--- config.mk ---
export PLATFORM = sky130hd
export DESIGN_NAME = fp_addsub_arbiter
export DESIGN_NICKNAME = d
export VERILOG_FILES = /design/src/rtl/fp_addsub_arbiter.sv
export SDC_FILE = /design/constraint.sdc
export NUM_CORES = 1
export LEC_CHECK = 0
export CAP_MARGIN = 20
export CORE_UTILIZATION = 42
export DETAILED_ROUTE_END_ITERATION = 8
export MAX_ROUTING_LAYER = met4
export PLACE_DENSITY = 0.79
export SLEW_MARGIN = 20
export SYNTH_ARGS = -nofsm -noshare
export SYNTH_HDL_FRONTEND = slang
export SYNTH_SLANG_ARGS = --single-unit
export TNS_END_PERCENT = 20
--- constraint.sdc ---
create_clock -name i_clk -period 4 [get_ports i_clk]
set_clock_uncertainty 0.05 [all_clocks]
set_input_delay 1 -clock i_clk [delete_from_list [all_inputs] [get_ports i_clk]]
set_output_delay 1 -clock i_clk [all_outputs]
set_load 0.05 [all_outputs]
--- src/rtl/fp_addsub_arbiter.sv ---
// rtl/fp_addsub_arbiter.sv - two-requester round-robin arbiter sharing one add/sub datapath
// Result register is a single slot; the winner is accepted whenever that slot is empty or draining.
module fp_addsub_arbiter #(
  parameter int SIZE_DATA = 28
) (
  input  logic                 i_clk,
  input  logic                 i_rst_n,
  input  logic                 i_req0_valid,
  output logic                 o_req0_ready,
  input  logic                 i_req0_op,
  input  logic [SIZE_DATA-1:0] i_req0_a,
  input  logic [SIZE_DATA-1:0] i_req0_b,
  input  logic                 i_req1_valid,
  output logic                 o_req1_ready,
  input  logic                 i_req1_op,
  input  logic [SIZE_DATA-1:0] i_req1_a,
  input  logic [SIZE_DATA-1:0] i_req1_b,
  output logic                 o_res_valid,
  input  logic                 i_res_ready,
  output logic                 o_res_tag,
  output logic [SIZE_DATA-1:0] o_res_data,
  output logic                 o_res_carry
);

  typedef enum logic {S_IDLE = 1'b0, S_HOLD = 1'b1} state_t;

  state_t                r_state;
  state_t                w_state_nxt;
  logic                  r_prio;
  logic                  r_res_tag;
  logic                  r_res_carry;
  logic [SIZE_DATA-1:0]  r_res_data;

  logic                  w_slot_free;
  logic                  w_grant0;
  logic                  w_grant1;
  logic                  w_xfer0;
  logic                  w_xfer1;
  logic                  w_xfer;
  logic                  w_op;
  logic [SIZE_DATA-1:0]  w_a;
  logic [SIZE_DATA-1:0]  w_b;
  logic [SIZE_DATA-1:0]  w_b_eff;
  logic [SIZE_DATA:0]    w_sum;

  // r_prio: 0 = requester 0 wins a tie, 1 = requester 1 wins a tie.
  assign w_slot_free = (r_state == S_IDLE) || i_res_ready;
  assign w_grant0    = i_req0_valid && (!i_req1_valid || !r_prio);
  assign w_grant1    = i_req1_valid && (!i_req0_valid ||  r_prio);

  assign o_req0_ready = i_rst_n && w_slot_free && w_grant0;
  assign o_req1_ready = i_rst_n && w_slot_free && w_grant1;

  assign w_xfer0 = i_req0_valid && o_req0_ready;
  assign w_xfer1 = i_req1_valid && o_req1_ready;
  assign w_xfer  = w_xfer0 || w_xfer1;

  assign w_op    = w_xfer1 ? i_req1_op : i_req0_op;
  assign w_a     = w_xfer1 ? i_req1_a  : i_req0_a;
  assign w_b     = w_xfer1 ? i_req1_b  : i_req0_b;
  // Subtract as a + ~b + 1; the carry out then reads as "no borrow".
  assign w_b_eff = w_op ? ~w_b : w_b;
  assign w_sum   = {1'b0, w_a} + {1'b0, w_b_eff} + {{SIZE_DATA{1'b0}}, w_op};

  always_comb begin
    w_state_nxt = r_state;
    case (r_state)
      S_IDLE:  if (w_xfer) w_state_nxt = S_HOLD;
      S_HOLD:  if (i_res_ready && !w_xfer) w_state_nxt = S_IDLE;
      default: w_state_nxt = S_IDLE;
    endcase
  end

  always_ff @(posedge i_clk or negedge i_rst_n) begin
    if (!i_rst_n) begin
      r_state     <= S_IDLE;
      r_prio      <= 1'b0;
      r_res_tag   <= 1'b0;
      r_res_carry <= 1'b0;
      r_res_data  <= '0;
    end else begin
      r_state <= w_state_nxt;
      if (w_xfer) begin
        r_prio      <= ~w_xfer1;
        r_res_tag   <= w_xfer1;
        r_res_carry <= w_sum[SIZE_DATA];
        r_res_data  <= w_sum[SIZE_DATA-1:0];
      end
    end
  end

  assign o_res_valid = (r_state == S_HOLD);
  assign o_res_tag   = r_res_tag;
  assign o_res_carry = r_res_carry;
  assign o_res_data  = r_res_data;

endmodule
; ---- Yosys cells after proc, flatten, opt, wreduce, memory -nomap -nowiden
; Cells that the tools add are included.
[totals]
regBits = 32
inputBits = 119
wordCells = 33
[classes]
add_sub_neg = 2
mux = 7
bitwise_logic = 3
n_reduce_logical = 16
[op_table]
columns = operator, count
row1 = $mux W28, 3
row2 = $add A28 B28 Y29, 1
row3 = $add A29 B1 Y29, 1
row4 = $not A28 Y28, 1
row5 = $logic_and A1 B1 Y1, 8
row6 = $logic_not A1 Y1, 4
row7 = $logic_or A1 B1 Y1, 4
row8 = $mux W1, 3
row9 = $not A1 Y1, 2
row10 = $pmux W1 S2, 1

; ---- Longest topological paths before layout
[depth]
ltp_word = 10
depth_mapped = 16
ltp_nobuf = 12

; ---- Worst setup path before layout
; OpenSTA, ideal clock, no wires.
[synth_timing]
path_type = input port to flip-flop
from = in i_res_ready
to = reg r_res_data[25], in the netlist o_res_data[25]
setup_ns = 0.084
t_arrival_ns = 4.217
required_ns = 3.866
setup_slack_ns = -0.350
stages = 14
n_path_buf = 3
path_cell_list = nand2b_2 > o2111ai_1 > buf_4 > buf_1 > mux2i_1 > xor2_1 > ha_1 > buf_6 > a21o_1 > o41ai_4 > a211oi_2 > o21a_1 > or4b_4 > a41oi_2
[synth_via]
elab_chain_len = 9
word_cells_on_any_way = 14
cone_classes = add/sub: 2 / mux: 4 / bitwise: 1 / reduce/logical: 7
[synth_rtl]
columns = element, line_no
row1 = "start, declared", 19  ; input logic i_res_ready,
row2 = $logic_or A1 B1 Y1 *, 47  ; assign w_slot_free = (r_state == S_IDLE) || i_res_ready;
row3 = $logic_and A1 B1 Y1 *, "51, 52"
row4 = $logic_and A1 B1 Y1, 52  ; assign o_req1_ready = i_rst_n && w_slot_free && w_grant1;
row5 = $logic_and A1 B1 Y1, 55  ; assign w_xfer1 = i_req1_valid && o_req1_ready;
row6 = $mux W28, 60  ; assign w_b = w_xfer1 ? i_req1_b : i_req0_b;
row7 = $not A28 Y28, 62  ; assign w_b_eff = w_op ? ~w_b : w_b;
row8 = $mux W28, 62
row9 = $add A28 B28 Y29, 63  ; assign w_sum = {1'b0, w_a} + {1'b0, w_b_eff} + {{SIZE_DATA{1'b0}}, w_op};
row10 = $add A29 B1 Y29, 63
row11 = "end signal, assigned", 87  ; r_res_data <= w_sum[SIZE_DATA-1:0];
row12 = "end, declared", 32  ; logic [SIZE_DATA-1:0] r_res_data;
; Every way passes the cells marked *; elsewhere a longest branch is shown, timed or not.
; A chain may end at the register's enable or synchronous reset.

; ---- Worst setup path after layout
[layout_timing]
from = in i_res_ready
to = reg r_res_data[16], in the netlist o_res_data[16]
; The elaborated chain is that of the path after synthesis.

==> flow_summary.yaml <==
status:
  status: "complete, but fails checks"
  violations: "negative setup slack"
drt:
  wl_mm: 12.4
  ant_nets: 0
  vias: 4099
  dr.pass1.iters: 4
  drt-initial-drc-count: 162
  routedWlPerCell_um: 16.3
  drc: 0
  via_per_inst: 5.38
clock_tree:
  cts.clk_slew.worst_paths_ns: 0.07
  clockRootBuffer: "clkbuf_8"
  cts_buffer_depth: 2
  cts-hold-fix-buffers: 0
  cts_max_level: 2
  clk_latency_ns: 0.28
  clkSinkCount: 32
  cts_tree: "done"
  numCtsBuffers: 5
timing:
  final-hold-violation-count: 0
  rsz0062_at_grt: "true"
  layout_setup_ws_ns: -0.0401
  finalCriticalPeriod_ns: 4.04
  max-slew-margin-rel_pct: 46.9
  finalSetupViolations: 1
  maxSlewViolCount: 0
  final.period_utilization_pct: 101
  clock.fmax_ghz: 0.248
  worstMarginPinSlew_ns: 0.793
layout:
  syn_to_final_growth_pct: 79.2
  nets: 803
  drive_above_1_share_pct: 29.5
  diodes: 0
  post-route-util_pct: 77.8
worst_hold_path:
  hp-class: "register to register"
  hp-start: "o_res_tag$_DFFE_PN0P_"
synthesis:
  synth_edf_count: 0
  synth_top_area_share_pct: 22.3
  synthTopCellsByCount: "49 x nand2_1, 40 x xor2_1, 32 x dfrtp_1, 32 x mux2i_1, 31 x o21ai_0"
  synth_area_leader_cell: "dfrtp_1"
  yosys_register_bits: 32
  yosys_warnings: 0
  syn_area_um2: 3580
  postSynthNetCount: 557
  syn_inst: 410
  seq_area_frac_synth_pct: 22.3
  ys.flop_type: "dfrtp_1"
  synth_cell_types: 57
  syn_avg_cell_area_um2: 8.74
  ys_async_sr_fraction_pct: 100
  synth_most_common_cell: "nand2_1"
  synth_area_leaders: "dfrtp_1 22%, xor2_1 9.8%, ha_1 9.4%"
setup_path:
  critPathLaunchType: "input port"
  crit_fanout: 6
  cpLargestDelayFamily: "compound AO/OA/AOI/OAI gates"
  critPathLaunch: "i_res_ready"
  critPathKind: "input port to register"
  arrival_ns: 4.12
  cpMaxStageDelayCell: "fa_2"
  slowest_delay_ns: 0.42
  path_cells: "buf_6, nand2b_4, o2111ai_4, buf_6, buf_12, buf_6, buf_6, mux2i_4, fa_2, a21o_1, a221o_1, a221oi_2, buf_4, nand2b_4, o211ai_1, xnor2_1, o21ai_1"
  crit_top_cell: "buf_6"
  timing.rr.start: "o_res_valid$_DFF_PN0_"
  crit_buf_inv: 6
  end_kind: "register"
  cp.required_ns: 4.08
floorplanning:
  die_y_um: 94.4
  start_util_pct: 43.4
  io_pins: 152
  coreArea_um2: 8260
  rows: 33
  die-width_um: 94.4
  dieArea_um2: 8910
place:
  gp_congestion: 0.909
  portBuffers: 151
  hpwl_mm: 9.20
  post-place-ws_ns: -0.864
global_route:
  top_usage_layer: "met2"
  grtUsageMet2_pct: 46.4
  grt_max_degree: 39
  grt_pass1_wl_mm: 18.5
  antenna_found_initial: 0
  grt-ovfl-total: 0
  use_met3_pct: 1.69
  grt_pass1_vias: 4030
  use_met1_pct: 34.2
  grt_use_total_pct: 27.3
power:
  ir_drop_v: 0.000191
  p_per_area_nw_per_um2: 458
  p_leak_nw: 2.96
run:
  cap_violations: 0
-- state kept, by name, indices dropped and copies added, names as in the netlist --
signal,cells
o_res_tag,1
o_res_valid,1
o_res_data,28
o_res_carry,1
r_prio,1
-- metrics by stage --
step | power (mW) | TNS [ns] | cells | hold WS (ns) | cell area (um^2)
after floorplan | 1.71 | -0.0755 | 410 | 0.440 | 3640
after global placement | 2.49 | -11.06 | 735 | 0.409 | 5910
after detailed placement | 2.53 | -13.90 | 735 | 0.416 | 5910
after CTS | 2.84 | 0 | 756 | 0.432 | 6190
after global routing | 3.10 | -0.678 | 762 | 0.462 | 6420
final | 2.94 | -0.0401 | 762 | 0.430 | 6420
-- placed cells by master (no fill, tap or decap), drive strengths merged, types with 24 or more instances in the layout --
master	count
mux2i	33
o21ai	32
ha	27
clkdlybuf4s50	145
mux2	27
nor2	24
dfrtp	32
xor2	40
buf	114
nand2	49
-- metal layers --
metal / wire [um] / vias up
li1: - / 1990
met1: 5220 / 1924
met2: 6220 / 158
met3: 587 / 27
met4: 407 / 0
met5: 0 / -
-- logic make-up (layout without fill, tap and decap cells) --
group / Yosys count / count (layout) / synth area share, %
simple gates: 110 / 110 / 14.5
buf+inv: 26 / 273 / 3.42
fa+ha+maj: 28 / 28 / 9.98
mux: 60 / 60 / 18.0
xor+xnor: 48 / 48 / 11.7
flops: 32 / 32 / 22.3
compound gates: 106 / 106 / 20.0
-- what timing repair did --
action,in CTS,in global routing
endpoints found under the setup margin,21,17
resized for setup,28,40
cloned,2,0
pin swaps,11,17
buffers inserted,11,8
-- tightest hold or removal path: cells and delay by family, from the launching register on --
kind	cells	cell delay, ns
DFF	1	0.34
and+or+nand+nor	2	0.11
-- path summary, 6_finish.rpt --
path / cells after the start / end / slack, ns
worst max-delay path: 17 / o_res_data[16]$_DFFE_PN0P_ / -0.04
worst min-delay path: 2 / o_res_tag$_DFFE_PN0P_ / 0.43
worst max register to register: 16 / o_res_data[16]$_DFFE_PN0P_ / 0.37
worst min register to register: 2 / o_res_tag$_DFFE_PN0P_ / 0.43
max in group asynchronous: 2 / o_res_carry$_DFFE_PN0P_ / 2.85
min in group asynchronous: 2 / o_res_data[16]$_DFFE_PN0P_ / 0.76
-- power breakdown --
part / leakage [nW] / switching (mW) / total, mW / internal, mW
logic: 2.52 / 1.20 / 2.15 / 0.953
clock network: 0.0455 / 0.115 / 0.256 / 0.140
registers: 0.390 / 0.0822 / 0.534 / 0.452
-- final cells by class --
type	count	area [um^2]
clock buffers	8	90.1
repair buffers	261	2450
flip-flops and latches	32	801
inverters	4	15.0
multi-input cells	352	2940
well taps	105	131
fillers	565	1830
(Power assumes the default switching activity.)
